## src/rtl/mau_pkg.sv

```systemverilog
// Shared definitions for the memory access unit: RISC-V width codes, FSM states
// and the funct3 legality rule used at request acceptance.
package mau_pkg;

  localparam logic [2:0] F3_B  = 3'b000;
  localparam logic [2:0] F3_H  = 3'b001;
  localparam logic [2:0] F3_W  = 3'b010;
  localparam logic [2:0] F3_BU = 3'b100;
  localparam logic [2:0] F3_HU = 3'b101;

  typedef enum logic [1:0] {
    S_IDLE  = 2'd0,
    S_READ  = 2'd1,
    S_WRITE = 2'd2,
    S_RESP  = 2'd3
  } state_t;

  // Stores only have signed-form widths; loads additionally allow BU/HU.
  function automatic logic f3_legal(input logic we, input logic [2:0] f3);
    if (we) return f3 inside {F3_B, F3_H, F3_W};
    return f3 inside {F3_B, F3_H, F3_W, F3_BU, F3_HU};
  endfunction

endpackage

```

## src/rtl/mau_align.sv

```systemverilog
// Combinational lane logic: merges store data into a read word and extracts
// and extends load data from a word according to funct3 and the byte lane.
module mau_align
  import mau_pkg::*;
(
  input  logic [2:0]  funct3,
  input  logic [1:0]  lane,
  input  logic [31:0] rd_word,
  input  logic [31:0] wdata,
  output logic [31:0] load_data,
  output logic [31:0] store_word
);

  logic [7:0]  sel_b;
  logic [15:0] sel_h;

  always_comb begin
    sel_b = rd_word[{lane, 3'b000} +: 8];
    sel_h = lane[1] ? rd_word[31:16] : rd_word[15:0];

    case (funct3)
      F3_B:    load_data = {{24{sel_b[7]}}, sel_b};
      F3_H:    load_data = {{16{sel_h[15]}}, sel_h};
      F3_BU:   load_data = {24'h0, sel_b};
      F3_HU:   load_data = {16'h0, sel_h};
      default: load_data = rd_word;
    endcase

    store_word = rd_word;
    case (funct3)
      F3_B: store_word[{lane, 3'b000} +: 8] = wdata[7:0];
      F3_H: begin
        if (lane[1]) store_word[31:16] = wdata[15:0];
        else         store_word[15:0]  = wdata[15:0];
      end
      default: store_word = wdata;
    endcase
  end

endmodule

```

## src/rtl/mem_access_unit.sv

```systemverilog
// Load/store unit in front of a single-port word memory with combinational read.
// Define MAU_MISALIGN_CHECK_EN to fault misaligned H/W accesses instead of aligning them.
module mem_access_unit
  import mau_pkg::*;
#(
  parameter int DEPTH = 32
) (
  input  logic        clock,
  input  logic        reset,
  input  logic        req_valid,
  output logic        req_ready,
  input  logic        req_we,
  input  logic [2:0]  req_funct3,
  input  logic [31:0] req_addr,
  input  logic [31:0] req_wdata,
  output logic        rsp_valid,
  input  logic        rsp_ready,
  output logic [31:0] rsp_rdata,
  output logic        rsp_error,
  output logic        mem_we,
  output logic [31:0] mem_address,
  output logic [31:0] mem_data_out,
  input  logic [31:0] mem_data_in
);

  localparam logic [31:0] DEPTH_W = 32'(DEPTH);

  // Handshakes: a request transfers on a cycle with req_valid && req_ready; a
  // response transfers on rsp_valid && rsp_ready and is held unchanged until then.
  state_t      state;
  logic        we_q;
  logic [2:0]  f3_q;
  logic [1:0]  lane_q;
  logic [31:0] idx_q;
  logic [31:0] wdata_q;
  logic        mem_we_q;

  logic [31:0] eff_addr;
  logic [31:0] req_idx;
  logic        req_err;
  logic [31:0] load_data;
  logic [31:0] store_word;

  assign req_ready = (state == S_IDLE);
  // Gated so that a reset arriving during WRITE suppresses the write at that edge.
  assign mem_we    = mem_we_q & ~reset;

  always_comb begin
    eff_addr = req_addr;
    if (req_funct3[1:0] == 2'b01)      eff_addr[0]   = 1'b0;
    else if (req_funct3[1:0] == 2'b10) eff_addr[1:0] = 2'b00;
    req_idx = {2'b00, eff_addr[31:2]};

    req_err = !f3_legal(req_we, req_funct3) || (req_idx >= DEPTH_W);
`ifdef MAU_MISALIGN_CHECK_EN
    if (req_funct3[1:0] == 2'b01 && req_addr[0])          req_err = 1'b1;
    if (req_funct3[1:0] == 2'b10 && req_addr[1:0] != 2'b00) req_err = 1'b1;
`endif
  end

  mau_align u_align (
    .funct3     (f3_q),
    .lane       (lane_q),
    .rd_word    (mem_data_in),
    .wdata      (wdata_q),
    .load_data  (load_data),
    .store_word (store_word)
  );

  always_ff @(posedge clock) begin
    if (reset) begin
      state        <= S_IDLE;
      we_q         <= 1'b0;
      f3_q         <= 3'b000;
      lane_q       <= 2'b00;
      idx_q        <= 32'h0;
      wdata_q      <= 32'h0;
      mem_we_q     <= 1'b0;
      mem_address  <= 32'h0;
      mem_data_out <= 32'h0;
      rsp_valid    <= 1'b0;
      rsp_rdata    <= 32'h0;
      rsp_error    <= 1'b0;
    end else begin
      case (state)
        S_IDLE: begin
          if (req_valid) begin
            we_q    <= req_we;
            f3_q    <= req_funct3;
            lane_q  <= eff_addr[1:0];
            idx_q   <= req_idx;
            wdata_q <= req_wdata;
            if (req_err) begin
              state     <= S_RESP;
              rsp_valid <= 1'b1;
              rsp_error <= 1'b1;
              rsp_rdata <= 32'h0;
            end else if (req_we && req_funct3 == F3_W) begin
              state        <= S_WRITE;
              mem_we_q     <= 1'b1;
              mem_address  <= req_idx;
              mem_data_out <= req_wdata;
            end else begin
              // Loads and sub-word stores both need the current word first.
              state       <= S_READ;
              mem_address <= req_idx;
            end
          end
        end
        S_READ: begin
          if (we_q) begin
            state        <= S_WRITE;
            mem_we_q     <= 1'b1;
            mem_data_out <= store_word;
          end else begin
            state       <= S_RESP;
            mem_address <= 32'h0;
            rsp_valid   <= 1'b1;
            rsp_rdata   <= load_data;
            rsp_error   <= 1'b0;
          end
        end
        S_WRITE: begin
          state        <= S_RESP;
          mem_we_q     <= 1'b0;
          mem_address  <= 32'h0;
          mem_data_out <= 32'h0;
          rsp_valid    <= 1'b1;
          rsp_rdata    <= 32'h0;
          rsp_error    <= 1'b0;
        end
        S_RESP: begin
          if (rsp_ready) begin
            state     <= S_IDLE;
            rsp_valid <= 1'b0;
            rsp_rdata <= 32'h0;
            rsp_error <= 1'b0;
          end
        end
        default: state <= S_IDLE;
      endcase
    end
  end

endmodule

```

## config.mk

```make
export PLATFORM = sky130hd
export DESIGN_NAME = mem_access_unit
export DESIGN_NICKNAME = d
export VERILOG_FILES = /design/src/rtl/mau_pkg.sv /design/src/rtl/mau_align.sv /design/src/rtl/mem_access_unit.sv
export SDC_FILE = /design/constraint.sdc
export NUM_CORES = 1
export LEC_CHECK = 0
export ABC_AREA = 1
export CAP_MARGIN = 20
export CORE_AREA = 10 10 143 145
export DETAILED_ROUTE_END_ITERATION = 12
export DIE_AREA = 0 0 153 155
export PLACE_DENSITY = 0.84
export SLEW_MARGIN = 0
export SYNTH_ARGS = -nofsm -noshare
export SYNTH_HDL_FRONTEND = slang
export SYNTH_SLANG_ARGS = --single-unit
```

## constraint.sdc

```tcl
create_clock -name clock -period 2.95 [get_ports clock]
set_clock_uncertainty 0.1 [all_clocks]
set_input_delay 0.59 -clock clock [delete_from_list [all_inputs] [get_ports clock]]
set_output_delay 0.59 -clock clock [all_outputs]
set_load 0.01 [all_outputs]
```

==> flow_metrics.py <==
metrics = {
    "run_status": {
        "outcome": "finished clean",
    },
    "grt": {
        "antenna_found_initial": 0,
        "use_met2_pct": 34.6,
        "gr-usage-met3_pct": 6.23,
        "grt.busiest_layer": "met2",
        "grt_max_degree": 105,
        "grt_pass1_vias": 8176,
        "grt_use_total_pct": 22.4,
        "gr-total-overflow": 0,
        "grt_use_met1_pct": 28.7,
        "grt_pass1_wl_um": 43800,
    },
    "detailed_routing": {
        "first_iter_violations": 1061,
        "drt-pass1-iter-count": 8,
        "via_per_inst": 5.18,
        "ant_nets": 0,
        "wl_per_cell_um": 16.2,
        "drc_errors": 0,
        "vias": 8834,
        "wirelength_um": 27600,
    },
    "place": {
        "pre_cts_ws_ps": 210,
        "gp_congestion": 0.993,
        "place_hpwl_um": 20400,
        "portBuffers": 201,
    },
    "cts": {
        "cts_tree": "built",
        "cts_buffers": 17,
        "post_cts_buffers": 0,
        "holdBufCountCts": 0,
        "clkLatencyLatePin_ps": 430,
        "cts-root-buf": "clkbuf_16",
        "h-tree-depth": 4,
        "cts.sinks": 137,
        "cts_max_path_buffers": 2,
        "ctsResizeCount": 0,
        "path_clk_slew_ps": 60,
    },
    "synth": {
        "ys_top_cells_by_area": "dfxtp_1 35%, nand2_1 20%, nor2_1 11%, a21oi_1 7.3%, o21ai_0 5.4%",
        "synthXorXnorAreaFrac_pct": 0,
        "yosys.area_share.simple_pct": 38.0,
        "ys_ff_latch": 137,
        "ys_types": 34,
        "synth-compound-area-share_pct": 15.1,
        "synthCells": 1300,
        "synth_top_area_share_pct": 35.0,
        "synthAdderAreaFrac_pct": 1.60,
        "synthMuxAreaShare_pct": 0,
        "yosysWarningCount": 0,
        "ys_seq_area_share_pct": 35.0,
        "syn_area_mm2": 0.00783,
        "syn_avg_cell_area_um2": 6.02,
        "synth_top_family_by_area": "simple AND/OR/NAND/NOR gates",
        "yosysTopAreaCell": "dfxtp_1",
    },
    "floorplanning": {
        "fp.dieW_um": 153,
        "chipHeight_um": 155,
        "io_pins": 204,
        "core_area_mm2": 0.0177,
        "initial_core_util_pct": 44.3,
        "rows": 49,
        "die_area_mm2": 0.0237,
    },
    "sta": {
        "slew_headroom_pct": 50.7,
        "hold_slack_ps": 363,
        "clock.fmax_mhz": 400,
        "setup-violations-final": 0,
        "fin_crit_sh_pct": 84.7,
        "worst_pin_slew_ps": 738,
        "timing_hold_violations_final": 0,
        "min_period_ps": 2500,
        "drv_slew": 0,
        "fin_ws_ps": 452,
        "setup_tns_ps": 0,
        "rsz0062_at_grt": "false",
    },
    "finish": {
        "utilization_pct": 59.7,
        "fin_nets": 1576,
        "final_common_cell": "nand2_1",
        "area_growth_pct": 34.7,
        "layout-drive-gt1-share_pct": 4.68,
        "antenna_cells": 0,
        "layout_common_cells": "411 x nand2_1, 235 x nor2_1, 201 x clkdlybuf4s50_1",
    },
    "run": {
        "cap_viol_max_count": 0,
    },
    "power": {
        "p_leak_nw": 4.63,
        "power.internal_mw": 6.33,
        "seqPwrFrac_pct": 26.7,
        "total_power_mw": 11.2,
        "swShare_pct": 43.6,
        "irDropWorstVdd_v": 0.000700,
        "p_clk_share_pct": 20.3,
        "switching_power_mw": 4.89,
        "power.share.combinational_pct": 53.0,
        "cellPowerDensity_mw_per_mm2": 1060,
    },
    "worst_hold_path": {
        "hp-start": "mem_address[13]$_SDFFE_PP0P_",
        "hp-class": "register to register",
    },
    "critical_path": {
        "critPathMaxFanout": 7,
        "startpoint_type": "register",
        "cp_data_required_time_ps": 2260,
        "cp.arrival_ps": 1810,
        "criticalPathCategory": "register to output port",
        "regToRegSetupSlack_ps": 550,
        "cp-startpoint": "state[0]$_SDFFE_PP0P_",
        "end_kind": "output port",
        "worstReg2RegStart": "state[1]$_SDFFE_PP0P_",
    },
}
==> cell families (layout without fill, tap and decap cells) <==
logic type,after synthesis,after routing
AO/OA/AOI/OAI,222,222
adder cells (fa/ha/maj),10,10
buffers and inverters,193,367
flip-flops,137,137
other,1,2
AND/OR/NAND/NOR,737,737
==> through the flow <==
stage	std cells	area (um2)
final	1704	10500
after global routing	1704	10500
after CTS	1704	10500
after detailed placement	1672	9920
after global placement	1672	9920
after floorplan	1301	7830
==> layout make-up <==
cell class / instances / area (um2)
Fill cell: 1671 / 7110
Multi-Input combinational cell: 971 / 4290
Sequential cell: 137 / 2740
Timing Repair Buffer: 222 / 2180
Clock buffer: 17 / 425
Inverter: 113 / 424
Tap cell: 229 / 287
Clock inverter: 15 / 200
==> routing by layer <==
layer | share of wire, % | wire (um) | vias to the layer above
li1 | - | - | 4435
met1 | 43 | 11800 | 3907
met2 | 45 | 12300 | 417
met3 | 8.8 | 2430 | 75
met4 | 3.7 | 1020 | 0
met5 | 0 | 0 | -
==> final timing paths <==
| check | cells after the start | to |
|---|---|---|
| worst max register to register | 10 | rsp_rdata[3]$_SDFFE_PP0P_ |
| worst min register to register | 2 | mem_address[13]$_SDFFE_PP0P_ |
| worst max-delay path | 3 | req_ready |
| worst min-delay path | 2 | mem_address[13]$_SDFFE_PP0P_ |
==> cells in the mapped netlist <==
master / number
a221oi_1: 1
nand3_4: 1
nor2_8: 1
o221ai_1: 5
nor2_1: 236
or2_2: 1
ha_1: 10
o21ai_2: 1
buf_4: 7
or2_1: 2
o211ai_1: 9
a21oi_1: 114
o21bai_4: 1
nand4_1: 39
a31oi_1: 2
buf_2: 25
clkbuf_1: 43
nand3b_1: 1
inv_1: 109
inv_2: 4
nor2_2: 2
o21ai_1: 2
nand3_1: 38
dfxtp_1: 137
a211oi_1: 1
nand2_1: 411
nand2_2: 2
buf_1: 2
nand3_2: 1
nor3_1: 2
conb_1: 1
o22ai_1: 2
buf_6: 3
o21ai_0: 84
==> sequential cells by signal, indices dropped and copies added, names as in the netlist <==
register,flops
state,2
mem_data_out,32
rsp_valid,1
mem_we_q,1
we_q,1
mem_address,30
rsp_rdata,32
rsp_error,1
wdata_q,32
f3_q,3
lane_q,2
==> power by group through the flow <==
stage / Clock (mW) / Combinational [mW] / Sequential [mW]
2_1_floorplan: 0 / 3.49 / 3.20
3_3_place_gp: 0 / 5.82 / 2.99
3_5_place_dp: 0 / 5.87 / 3.03
4_1_cts: 2.32 / 5.91 / 3.00
5_1_grt: 2.39 / 6.62 / 3.08
6_report: 2.28 / 5.94 / 3.00
==> worst max-delay path, stage by stage, from the launching register on <==
cell	delay (ps)
dfxtp_1	350
inv_1	100
ha_1	310
clkdlybuf4s50_1	620
Note: power is estimated with default switching activity, not from simulation.
